File: src/rtl/prog_load_ctrl_if.sv
`default_nettype none
// ============================================================================
//  Module      : prog_load_ctrl_if
//  Description : Bundles the signals between the program-load controller and
//                its surroundings: the UART byte stream, the start pulse, the
//                program-ROM upload port and the CPU hold/status outputs.
//                master = host side (drives start / UART bytes, observes
//                         the ROM port and status)
//                slave  = the controller itself
//  Parameters  : ADDR_W - ROM word-address width
//  Revision    : 1.0 - initial release
// ============================================================================
interface prog_load_ctrl_if #(
    parameter int ADDR_W = 14
);
    logic              start;       // 1-cycle pulse: begin / restart a download
    logic              rx_valid;    // UART byte available
    logic [7:0]        rx_data;     // UART byte
    logic              rx_ready;    // controller accepts byte
    logic              upg_wen_o;   // ROM write strobe
    logic [ADDR_W-1:0] upg_adr_o;   // ROM word address
    logic [31:0]       upg_dat_o;   // ROM write data
    logic              upg_done_o;  // 1 = ROM in CPU-fetch mode
    logic              cpu_hold;    // 1 = hold CPU in reset
    logic              busy;        // load in progress
    logic              err;         // load failed (sticky until next start)

    modport master (
        output start, rx_valid, rx_data,
        input  rx_ready, upg_wen_o, upg_adr_o, upg_dat_o,
        input  upg_done_o, cpu_hold, busy, err
    );

    modport slave (
        input  start, rx_valid, rx_data,
        output rx_ready, upg_wen_o, upg_adr_o, upg_dat_o,
        output upg_done_o, cpu_hold, busy, err
    );
endinterface
`default_nettype wire

File: src/rtl/prog_load_ctrl.sv
`default_nettype none
// ============================================================================
//  Module      : prog_load_ctrl
//  Description : Sequences a UART program download into the program ROM.
//                A 2-byte little-endian header gives the word count N, then
//                4N data bytes follow, packed little-endian into 32-bit words
//                and written to consecutive ROM addresses starting at 0.
//                The CPU is held in reset while a load is in progress or has
//                failed; the ROM returns to CPU-fetch mode on completion.
//  Ports       : clk      - system clock
//                rst      - asynchronous reset, active low
//                bus      - prog_load_ctrl_if.slave (start, UART byte stream,
//                           ROM upload port, cpu_hold / busy / err status)
//  Parameters  : ADDR_W    - ROM word-address width
//                MAX_WORDS - largest accepted word count
//                TIMEOUT   - idle cycles allowed between bytes once started
//  Options     : UPG_CHECKSUM_EN - when defined, one XOR checksum byte over
//                all data bytes follows the last word and is verified.
//  Revision    : 1.0 - initial release
// ============================================================================
module prog_load_ctrl #(
    parameter int ADDR_W    = 14,
    parameter int MAX_WORDS = 16384,
    parameter int TIMEOUT   = 1000000
) (
    input  wire logic        clk,
    input  wire logic        rst,
    prog_load_ctrl_if.slave  bus
);

    localparam int TMO_W = $clog2(TIMEOUT + 1);

    typedef enum logic [2:0] {
        S_IDLE  = 3'd0,
        S_HDR   = 3'd1,
        S_DATA  = 3'd2,
        S_WRITE = 3'd3,
        S_CHK   = 3'd4,
        S_DONE  = 3'd5,
        S_ERROR = 3'd6
    } state_t;

    // State entered once all words (possibly zero) have been written
`ifdef UPG_CHECKSUM_EN
    localparam state_t c_AFTER_LAST = S_CHK;
`else
    localparam state_t c_AFTER_LAST = S_DONE;
`endif

    // ------------------------------------------------------------------
    // Registers and their next-state values
    // ------------------------------------------------------------------
    state_t            r_state,   w_state_nxt;
    logic [1:0]        r_bcnt,    w_bcnt_nxt;     // byte position in header/word
    logic [7:0]        r_hdr_lo,  w_hdr_lo_nxt;   // first header byte
    logic [15:0]       r_n,       w_n_nxt;        // word count N
    logic [15:0]       r_idx,     w_idx_nxt;      // word index being assembled
    logic [31:0]       r_word,    w_word_nxt;     // word under assembly
    logic [TMO_W-1:0]  r_tmo,     w_tmo_nxt;      // idle-cycle counter
    logic              r_tmo_en,  w_tmo_en_nxt;   // timeout armed
`ifdef UPG_CHECKSUM_EN
    logic [7:0]        r_xor,     w_xor_nxt;      // running XOR of data bytes
`endif

    // Registered outputs
    logic              r_rx_ready;
    logic              r_wen;
    logic [ADDR_W-1:0] r_adr;
    logic [31:0]       r_dat;
    logic              r_done;
    logic              r_hold;
    logic              r_busy;
    logic              r_err;

    // ------------------------------------------------------------------
    // Combinational helpers
    // ------------------------------------------------------------------
    logic        w_xfer;
    logic [15:0] w_hdr;
    logic        w_last;
    logic        w_tmo_hit;
    logic        w_busy_nxt;

    assign w_xfer    = bus.rx_valid & r_rx_ready;
    assign w_hdr     = {bus.rx_data, r_hdr_lo};
    assign w_last    = ((r_idx + 16'd1) == r_n);
    // Error fires on the cycle that would complete TIMEOUT idle cycles
    assign w_tmo_hit = r_tmo_en && !w_xfer && (r_tmo == TMO_W'(TIMEOUT - 1));

    // ------------------------------------------------------------------
    // Next-state / datapath logic
    // ------------------------------------------------------------------
    always_comb begin
        w_state_nxt  = r_state;
        w_bcnt_nxt   = r_bcnt;
        w_hdr_lo_nxt = r_hdr_lo;
        w_n_nxt      = r_n;
        w_idx_nxt    = r_idx;
        w_word_nxt   = r_word;
        w_tmo_en_nxt = r_tmo_en;
        w_tmo_nxt    = r_tmo;
`ifdef UPG_CHECKSUM_EN
        w_xor_nxt    = r_xor;
`endif

        if (r_tmo_en) begin
            w_tmo_nxt = w_xfer ? '0 : r_tmo + TMO_W'(1);
        end

        case (r_state)
            S_IDLE, S_DONE, S_ERROR: begin
                // Left only through start (handled below) or reset
            end

            S_HDR: begin
                if (w_xfer) begin
                    if (r_bcnt == 2'd0) begin
                        w_hdr_lo_nxt = bus.rx_data;
                        w_bcnt_nxt   = 2'd1;
                        w_tmo_en_nxt = 1'b1;
                        w_tmo_nxt    = '0;
                    end else begin
                        w_bcnt_nxt = 2'd0;
                        w_n_nxt    = w_hdr;
                        if (w_hdr == 16'd0) begin
                            w_state_nxt = c_AFTER_LAST;
                        end else if (32'(w_hdr) > 32'(MAX_WORDS)) begin
                            w_state_nxt = S_ERROR;
                        end else begin
                            w_state_nxt = S_DATA;
                        end
                    end
                end else if (w_tmo_hit) begin
                    w_state_nxt = S_ERROR;
                end
            end

            S_DATA: begin
                if (w_xfer) begin
                    case (r_bcnt)
                        2'd0:    w_word_nxt[7:0]   = bus.rx_data;
                        2'd1:    w_word_nxt[15:8]  = bus.rx_data;
                        2'd2:    w_word_nxt[23:16] = bus.rx_data;
                        default: w_word_nxt[31:24] = bus.rx_data;
                    endcase
`ifdef UPG_CHECKSUM_EN
                    w_xor_nxt  = r_xor ^ bus.rx_data;
`endif
                    w_bcnt_nxt = r_bcnt + 2'd1;
                    if (r_bcnt == 2'd3) begin
                        w_state_nxt = S_WRITE;
                    end
                end else if (w_tmo_hit) begin
                    w_state_nxt = S_ERROR;
                end
            end

            S_WRITE: begin
                w_idx_nxt   = r_idx + 16'd1;
                w_state_nxt = w_last ? c_AFTER_LAST : S_DATA;
            end

            S_CHK: begin
`ifdef UPG_CHECKSUM_EN
                if (w_xfer) begin
                    w_state_nxt = (bus.rx_data == r_xor) ? S_DONE : S_ERROR;
                end else if (w_tmo_hit) begin
                    w_state_nxt = S_ERROR;
                end
`else
                w_state_nxt = S_ERROR;
`endif
            end

            default: begin
                w_state_nxt = S_IDLE;
            end
        endcase

        // start wins over everything, including a byte in the same cycle
        if (bus.start) begin
            w_state_nxt  = S_HDR;
            w_bcnt_nxt   = 2'd0;
            w_n_nxt      = 16'd0;
            w_idx_nxt    = 16'd0;
            w_tmo_en_nxt = 1'b0;
            w_tmo_nxt    = '0;
`ifdef UPG_CHECKSUM_EN
            w_xor_nxt    = 8'd0;
`endif
        end

        // Timeout only matters while a load is active
        if (!(w_state_nxt == S_HDR || w_state_nxt == S_DATA ||
              w_state_nxt == S_WRITE || w_state_nxt == S_CHK)) begin
            w_tmo_en_nxt = 1'b0;
            w_tmo_nxt    = '0;
        end
    end

    assign w_busy_nxt = (w_state_nxt == S_HDR)   || (w_state_nxt == S_DATA) ||
                        (w_state_nxt == S_WRITE) || (w_state_nxt == S_CHK);

    // ------------------------------------------------------------------
    // State and output registers. Outputs are decoded from the next state
    // so they line up with the state register cycle by cycle.
    // ------------------------------------------------------------------
    always_ff @(posedge clk or negedge rst) begin
        if (!rst) begin
            r_state    <= S_IDLE;
            r_bcnt     <= 2'd0;
            r_hdr_lo   <= 8'd0;
            r_n        <= 16'd0;
            r_idx      <= 16'd0;
            r_word     <= 32'd0;
            r_tmo      <= '0;
            r_tmo_en   <= 1'b0;
`ifdef UPG_CHECKSUM_EN
            r_xor      <= 8'd0;
`endif
            r_rx_ready <= 1'b0;
            r_wen      <= 1'b0;
            r_adr      <= '0;
            r_dat      <= 32'd0;
            r_done     <= 1'b1;
            r_hold     <= 1'b0;
            r_busy     <= 1'b0;
            r_err      <= 1'b0;
        end else begin
            r_state    <= w_state_nxt;
            r_bcnt     <= w_bcnt_nxt;
            r_hdr_lo   <= w_hdr_lo_nxt;
            r_n        <= w_n_nxt;
            r_idx      <= w_idx_nxt;
            r_word     <= w_word_nxt;
            r_tmo      <= w_tmo_nxt;
            r_tmo_en   <= w_tmo_en_nxt;
`ifdef UPG_CHECKSUM_EN
            r_xor      <= w_xor_nxt;
`endif
            r_rx_ready <= (w_state_nxt == S_HDR) || (w_state_nxt == S_DATA) ||
                          (w_state_nxt == S_CHK);
            r_wen      <= (w_state_nxt == S_WRITE);
            r_busy     <= w_busy_nxt;
            r_hold     <= w_busy_nxt || (w_state_nxt == S_ERROR);
            r_done     <= !(w_busy_nxt || (w_state_nxt == S_ERROR));
            r_err      <= (w_state_nxt == S_ERROR);
            // Address/data present the completed word for the WRITE cycle
            if (w_state_nxt == S_WRITE) begin
                r_adr <= r_idx[ADDR_W-1:0];
                r_dat <= w_word_nxt;
            end
        end
    end

    assign bus.rx_ready   = r_rx_ready;
    assign bus.upg_wen_o  = r_wen;
    assign bus.upg_adr_o  = r_adr;
    assign bus.upg_dat_o  = r_dat;
    assign bus.upg_done_o = r_done;
    assign bus.cpu_hold   = r_hold;
    assign bus.busy       = r_busy;
    assign bus.err        = r_err;

endmodule
`default_nettype wire

File: src/flat_wrapper.sv
// flat-port wrapper written by rule: the top's interface ports become plain ports
module prog_load_ctrl_flat 
#(
    parameter int ADDR_W    = 14,
    parameter int MAX_WORDS = 16384,
    parameter int TIMEOUT   = 1000000
)
  (clk, rst, bus_start, bus_rx_valid, bus_rx_data, bus_rx_ready, bus_upg_wen_o, bus_upg_adr_o, bus_upg_dat_o, bus_upg_done_o, bus_cpu_hold, bus_busy, bus_err);
  prog_load_ctrl_if #(.ADDR_W(ADDR_W)) bus_i ();
  input  wire logic clk;
  input  wire logic rst;
  input wire logic [$bits(bus_i.start)-1:0] bus_start;
  input wire logic [$bits(bus_i.rx_valid)-1:0] bus_rx_valid;
  input wire logic [$bits(bus_i.rx_data)-1:0] bus_rx_data;
  output wire logic [$bits(bus_i.rx_ready)-1:0] bus_rx_ready;
  output wire logic [$bits(bus_i.upg_wen_o)-1:0] bus_upg_wen_o;
  output wire logic [$bits(bus_i.upg_adr_o)-1:0] bus_upg_adr_o;
  output wire logic [$bits(bus_i.upg_dat_o)-1:0] bus_upg_dat_o;
  output wire logic [$bits(bus_i.upg_done_o)-1:0] bus_upg_done_o;
  output wire logic [$bits(bus_i.cpu_hold)-1:0] bus_cpu_hold;
  output wire logic [$bits(bus_i.busy)-1:0] bus_busy;
  output wire logic [$bits(bus_i.err)-1:0] bus_err;
  assign bus_i.start = bus_start;
  assign bus_i.rx_valid = bus_rx_valid;
  assign bus_i.rx_data = bus_rx_data;
  assign bus_rx_ready = bus_i.rx_ready;
  assign bus_upg_wen_o = bus_i.upg_wen_o;
  assign bus_upg_adr_o = bus_i.upg_adr_o;
  assign bus_upg_dat_o = bus_i.upg_dat_o;
  assign bus_upg_done_o = bus_i.upg_done_o;
  assign bus_cpu_hold = bus_i.cpu_hold;
  assign bus_busy = bus_i.busy;
  assign bus_err = bus_i.err;
  prog_load_ctrl #(.ADDR_W(ADDR_W), .MAX_WORDS(MAX_WORDS), .TIMEOUT(TIMEOUT)) u_core (.clk(clk), .rst(rst), .bus(bus_i));
endmodule
File: config.mk
export PLATFORM = sky130hd
export DESIGN_NAME = prog_load_ctrl_flat
export DESIGN_NICKNAME = d
export VERILOG_FILES = /design/src/rtl/prog_load_ctrl_if.sv /design/src/rtl/prog_load_ctrl.sv /design/src/flat_wrapper.sv
export SDC_FILE = /design/constraint.sdc
export NUM_CORES = 1
export LEC_CHECK = 0
export CAP_MARGIN = 10
export CORE_ASPECT_RATIO = 1.25
export CORE_UTILIZATION = 52
export CTS_BUF_LIST = sky130_fd_sc_hd__clkbuf_16
export DETAILED_ROUTE_END_ITERATION = 12
export DONT_BUFFER_PORTS = 1
export GPL_ROUTABILITY_DRIVEN = 0
export PLACE_DENSITY = 0.73
export SKIP_LAST_GASP = 1
export SYNTH_ARGS = -nofsm -noshare
export SYNTH_HDL_FRONTEND = slang
export SYNTH_SLANG_ARGS = --single-unit
export TNS_END_PERCENT = 1
File: constraint.sdc
create_clock -name clk -period 3.4 [get_ports clk]
set_clock_uncertainty 0.15 [all_clocks]
set_input_delay 0.51 -clock clk [delete_from_list [all_inputs] [get_ports clk]]
set_output_delay 0.51 -clock clk [all_outputs]
set_load 0.02 [all_outputs]
==> impl_metrics.json, run 1 <==
{
  "maxCapViolations": 0,
  "drt-initial-drc-count": 243,
  "syn_inst": 573,
  "reg2reg_depth": 8,
  "cts.sinks": 150,
  "relSlewSlack": 0.303,
  "die_area_mm2": 0.0135,
  "track_usage": 0.227,
  "route.vias.total": 4494,
  "synth-edff-count": 0,
  "netlist_top_cells_count": "dfrtp_1 (149), mux2_2 (68), nor2_1 (40)",
  "antenna_found_initial": 0,
  "path_clk_slew_ps": 60,
  "clock_path_buffers": 2,
  "outcome": "finished, violations left",
  "htree_num_levels": 4,
  "yosys.area.top_type": "dfrtp_1",
  "cp_max_fo": 28,
  "grt_max_degree": 151,
  "ant_nets": 0,
  "hold_path_class": "in -> async",
  "hold_violations": 150,
  "drv_slew": 0,
  "period_share": 0.958,
  "setup_viol": 0,
  "dpl.hpwl_um": 9350,
  "syn_nets": 591,
  "period_minus_slack_ps": 3260,
  "cts_setup_buffers": 0,
  "setup-tns-final_ps": 0,
  "fp.dieW_um": 104,
  "rsz0062_at_grt": "no",
  "portBuffers": 0,
  "area_growth_pct": 12.1,
  "endpoint_kind": "flip-flop",
  "ctsHoldBuffers": 2,
  "via_per_inst": 5.95,
  "synth_area_leaders": "dfrtp_1 (55%), mux2_2 (11%), xnor2_1 (3.5%)",
  "wl_um": 14400,
  "fmax_mhz": 307,
  "cts_tree": "built",
  "cts_buffers": 17,
  "hold_ws_ps": -360,
  "crit_required_ps": 3550,
  "fillers": 984,
  "route.detailed.drc": 0,
  "initial_utilization": 0.535,
  "num_antenna_cells": 0,
  "coreArea_mm2": 0.0127,
  "cp-start-kind": "flip-flop",
  "power_density_mw_per_mm2": 682,
  "syn_area_mm2": 0.00680,
  "grt_overflow": 0,
  "violations": "negative hold slack",
  "synth_ff_type": "dfrtp_1",
  "synthDominantCellAreaShare": 0.548,
  "synth_cell_types": 54,
  "root_buffer": "clkbuf_16",
  "yosysMostFrequentCell": "dfrtp_1",
  "layout-drive-gt1-share": 0.210,
  "synth-seq-cells": 150,
  "tightest_slew_ps": 1040,
  "avgSynthCellArea_um2": 11.9,
  "critPathArrivalTime_ps": 3400,
  "worstSetupPathType": "reg -> reg",
  "synthArstFlopShare": 1.00,
  "ys_warn_count": 0,
  "rows": 46,
  "drt_pass1_iterations": 6,
  "nNetsFinal": 592,
  "leakagePower_nw": 3.47,
  "total_power_mw": 5.20,
  "ir_drop_uv": 380,
  "wl_per_cell_um": 19.1,
  "grt_pass1_wl_um": 23800,
  "seq_area_mm2": 0.00376,
  "die_h_um": 130,
  "multi_input_area_mm2": 0.00292,
  "clk_latency_ps": 420,
  "grt_pass1_vias": 4693,
  "io_pins": 64,
  "seq_area_frac_synth": 0.552
}
-- layout by cell type (no fill, tap or decap), types with 3 or more instances in the layout --
cell type and count:
nand3b_1 3, o21ai_0 16, nand4_1 13, inv_1 12
nor3b_1 5, a22o_1 17, clkinvlp_4 3, a21oi_1 16
a31oi_1 3, nand3_1 15, clkbuf_16 17, nand2_1 28
buf_4 8, ha_1 5, dfrtp_1 147, and3_1 5
clkinv_4 3, and2_1 3, or2_2 3, nor4_1 12
mux2_1 20, nor3_1 25, xor2_1 20, xnor2_1 27
nor4_2 3, nor2_1 40, mux2_2 68, bufinv_16 3
or3_1 6
-- cell type report --
type / instances / area share
Timing Repair Buffer: 12 / 0.0157
Clock inverter: 15 / 0.0218
Multi-Input combinational cell: 385 / 0.383
Inverter: 8 / 0.00394
Sequential cell: 150 / 0.493
Tap cell: 168 / 0.0276
Clock buffer: 17 / 0.0558
-- routing by layer --
| metal | vias to the layer above | GRT usage | share of wire |
|---|---|---|---|
| li1 | 2054 | - | - |
| met1 | 2279 | 0.280 | 0.43 |
| met2 | 141 | 0.381 | 0.50 |
| met3 | 20 | 0.0619 | 0.056 |
| met4 | 0 | 0.0950 | 0.018 |
| met5 | - | 0 | 0 |
-- metrics by stage --
stage | util | setup slack (ps) | cells | area, um2
2_1_floorplan | - | 406 | 573 | 6800
3_3_place_gp | 0.549 | 234 | 721 | 6990
3_5_place_dp | 0.549 | 200 | 721 | 6990
4_1_cts | 0.598 | 112 | 755 | 7600
5_1_grt | 0.600 | 8.68 | 755 | 7630
6_report | 0.600 | 144 | 755 | 7630
-- kinds of logic (layout without fill, tap and decap cells) --
| kind of cell | Yosys count | in the layout | share of synthesized area |
|---|---|---|---|
| AND/OR/NAND/NOR | 173 | 173 | 0.134 |
| adder cells (fa/ha/maj) | 6 | 6 | 0.0110 |
| AO/OA/AOI/OAI | 71 | 71 | 0.0721 |
| XOR/XNOR | 47 | 47 | 0.0605 |
| multiplexers | 88 | 88 | 0.146 |
| buffers and inverters | 38 | 52 | 0.0245 |
| flip-flops | 150 | 150 | 0.552 |
-- what timing repair did --
action / 4_1_cts / 5_1_grt
setup endpoints to repair: 0 / 47
resized for setup: 0 / 6
endpoints found under the hold margin: 167 / 150
-- flip-flops by register name (all words and copies together) (netlist names), 2 cells and up --
register              count
u_core.r_hdr_lo           8
u_core.r_bcnt             2
u_core.r_state            3
u_core.bus.upg_adr_o     14
u_core.r_tmo             20
u_core.r_idx             16
u_core.r_n               16
u_core.bus.upg_dat_o     32
u_core.r_word            32
-- final timing paths --
path / startpoint / endpoint / slack [ps]
hold reg to reg: u_core.r_word[1]$_DFF_PN0_ / u_core.r_word[1]$_DFF_PN0_ / 340
hold / removal: rst / u_core.r_tmo[19]$_DFF_PN0_ / -360
max in group asynchronous: rst / u_core.bus.upg_done_o$_DFF_PN1_ / 3240
setup reg to reg: u_core.r_tmo[8]$_DFF_PN0_ / u_core.bus.upg_dat_o[29]$_DFFE_PN0P_ / 140
setup / recovery: u_core.r_tmo[8]$_DFF_PN0_ / u_core.bus.upg_dat_o[29]$_DFFE_PN0P_ / 140
min in group clk: bus_start / u_core.r_bcnt[1]$_DFFE_PN0P_ / 20
-- power breakdown --
| group | total (mW) | switching [mW] | internal, mW |
|---|---|---|---|
| clock | 1.87 | 0.726 | 1.14 |
| combinational | 0.967 | 0.535 | 0.432 |
| sequential | 2.36 | 0.330 | 2.03 |
| total | 5.20 | 1.59 | 3.61 |
-- critical path, cell delays in order (launching register included) --
cell and delay (ps):
dfrtp_1 440, or4b_2 720, nor4_4 250, a311oi_1 150, a21o_1 220, or2_1 260, a211oi_4 340, buf_12 240
mux2_2 350
Note: power is estimated with default switching activity, not from simulation.
==> run 2, diff against run 1 <==
==> constraint.sdc (replaced) <==
create_clock -name clk -period 3.4 [get_ports clk]
set_clock_uncertainty 0.15 [all_clocks]
set_input_delay 0.34 -clock clk [delete_from_list [all_inputs] [get_ports clk]]
set_output_delay 0.34 -clock clk [all_outputs]
set_load 0.02 [all_outputs]
==> run 2 against run 1 <==
The run still ends with negative hold slack left. Non-clock buffer count is 7 higher. Global-route usage is 0.60 points higher. Sequential share of layout area is 0.45 points lower. Maximum frequency is 0.13% higher. Sequential power hardly changed. Clock power hardly changed.
==> impl_metrics.json, run 2 (same netlist as run 1, synthesis figures left out) <==
{
  "cp-start-kind": "flip-flop",
  "layout-drive-gt1-share": 0.207,
  "maxCapViolations": 0,
  "outcome": "finished, violations left",
  "busiest_layer": "met2",
  "reg2reg_to": "u_core.bus.upg_dat_o[29]$_DFFE_PN0P_",
  "p_seq_frac": 0.453,
  "die_area_mm2": 0.0135,
  "leakagePower_nw": 3.50,
  "drt_pass1_iterations": 4,
  "seq_area_mm2": 0.00376,
  "grt_overflow": 0,
  "power_frac_clock": 0.359,
  "coreArea_mm2": 0.0127,
  "place_area_mm2": 0.00699,
  "setup_viol": 0,
  "r2r-start": "u_core.r_tmo[10]$_DFF_PN0_",
  "hold_ws_ps": -535,
  "layout_commonest_cell": "dfrtp_1",
  "period_minus_slack_ps": 3250,
  "portBuffers": 0,
  "fmax_mhz": 308,
  "drt-initial-drc-count": 309,
  "dpl.hpwl_um": 9350,
  "fin_util": 0.605,
  "p_sw_mw": 1.60,
  "use_met1": 0.288,
  "worstSetupPathType": "reg -> reg",
  "hold_violations": 150,
  "r2r_slack_ps": 150,
  "hold_path_class": "in -> async",
  "dp.cells": 721,
  "ir_drop_uv": 381,
  "htree_num_levels": 4,
  "drv_slew": 0,
  "cts_buffers": 17,
  "power_density_mw_per_mm2": 678,
  "violations": "negative hold slack",
  "io_pins": 64,
  "fin_cells": 762,
  "grt_max_degree": 151,
  "startpoint": "u_core.r_tmo[10]$_DFF_PN0_",
  "period_share": 0.956,
  "ant_nets": 0,
  "p_int_mw": 3.62,
  "switching_share": 0.307,
  "num_antenna_cells": 0,
  "grt_pass1_vias": 4738,
  "tightest_slew_ps": 1040,
  "initial_utilization": 0.535,
  "path_clk_slew_ps": 60,
  "grtUsageMet3": 0.0579,
  "critPathArrivalTime_ps": 3400,
  "clk_latency_ps": 420,
  "fillers": 978,
  "fp.dieW_um": 104,
  "total_power_mw": 5.22,
  "p_comb_frac": 0.188,
  "nNetsFinal": 599,
  "fin_area_mm2": 0.00770,
  "wl_per_cell_um": 19.4,
  "area_growth_pct": 13.2,
  "rsz0062_at_grt": "no",
  "root_buffer": "clkbuf_16",
  "grt_pass1_wl_um": 24300,
  "setup-tns-final_ps": 0,
  "ctsHoldBuffers": 9,
  "die_h_um": 130,
  "via_per_inst": 5.99,
  "clock_path_buffers": 2,
  "cp_max_fo": 28,
  "grtUsageMet2": 0.390,
  "cts_setup_buffers": 0,
  "wl_um": 14800,
  "relSlewSlack": 0.306,
  "antenna_found_initial": 0,
  "rows": 46,
  "reg2reg_depth": 8,
  "crit_required_ps": 3550,
  "endpoint_kind": "flip-flop",
  "multi_input_area_mm2": 0.00292,
  "route.vias.total": 4561,
  "cts_tree": "built",
  "track_usage": 0.233,
  "cts.sinks": 150,
  "mostFrequentLayoutCells": "dfrtp_1 (147), mux2_2 (68), nor2_1 (40), nand2_1 (28), xnor2_1 (27)",
  "route.detailed.drc": 0
}
run 2: cell types whose count changed in the layout (fill, tap and decap cells not counted):
cell           previous run  this run
dlygate4sd3_1             2         9
run 2: per-layer routing:
layer | share of wire | wire (um)
met1 | 0.42 | 6170
met2 | 0.50 | 7360
met3 | 0.057 | 847
met4 | 0.028 | 413
met5 | 0 | 0
run 2: stage by stage:
stage / setup slack [ps] / hold WS, ps
2_1_floorplan: 406 / -106
3_3_place_gp: 234 / -99.3
3_5_place_dp: 200 / -98.5
4_1_cts: 112 / -543
5_1_grt: 5.42 / -547
6_report: 149 / -535
run 2: worst max path at each step:
| stage | to |
|---|---|
| 2_1_floorplan | u_core.bus.upg_dat_o[10]$_DFFE_PN0P_ |
| 3_3_place_gp | u_core.bus.upg_dat_o[27]$_DFFE_PN0P_ |
| 3_5_place_dp | u_core.bus.upg_dat_o[15]$_DFFE_PN0P_ |
| 4_1_cts | u_core.bus.upg_dat_o[29]$_DFFE_PN0P_ |
| 5_1_grt | u_core.bus.upg_dat_o[30]$_DFFE_PN0P_ |
| 6_report | u_core.bus.upg_dat_o[29]$_DFFE_PN0P_ |
run 2: final cells by class:
cell class | count | area share
clock inverters | 15 | 0.0216
clock buffers | 17 | 0.0553
repair buffers | 19 | 0.0247
flip-flops and latches | 150 | 0.488
multi-input cells | 385 | 0.379
well taps | 168 | 0.0273
inverters | 8 | 0.00390
run 2: repair_timing:
action,4_1_cts,5_1_grt
endpoints found under the hold margin,221,150
endpoints found under the setup margin,0,47
gates resized for setup,0,6
run 2: power by group through the flow:
stage | Combinational (mW) | Clock (mW) | Sequential (mW)
floorplan | 0.757 | 0 | 2.31
finish | 0.983 | 1.87 | 2.36
global placement | 0.912 | 0 | 2.38
global route | 1.08 | 1.96 | 2.40
CTS | 0.977 | 1.90 | 2.36
detailed placement | 0.946 | 0 | 2.39
run 2: critical path, cell delays in order (launching register included):
cell	delay, ps
dfrtp_1	460
or4b_2	700
nor4_4	250
a311oi_1	150
a21o_1	210
or2_1	260
a211oi_4	340
buf_12	240
mux2_2	350
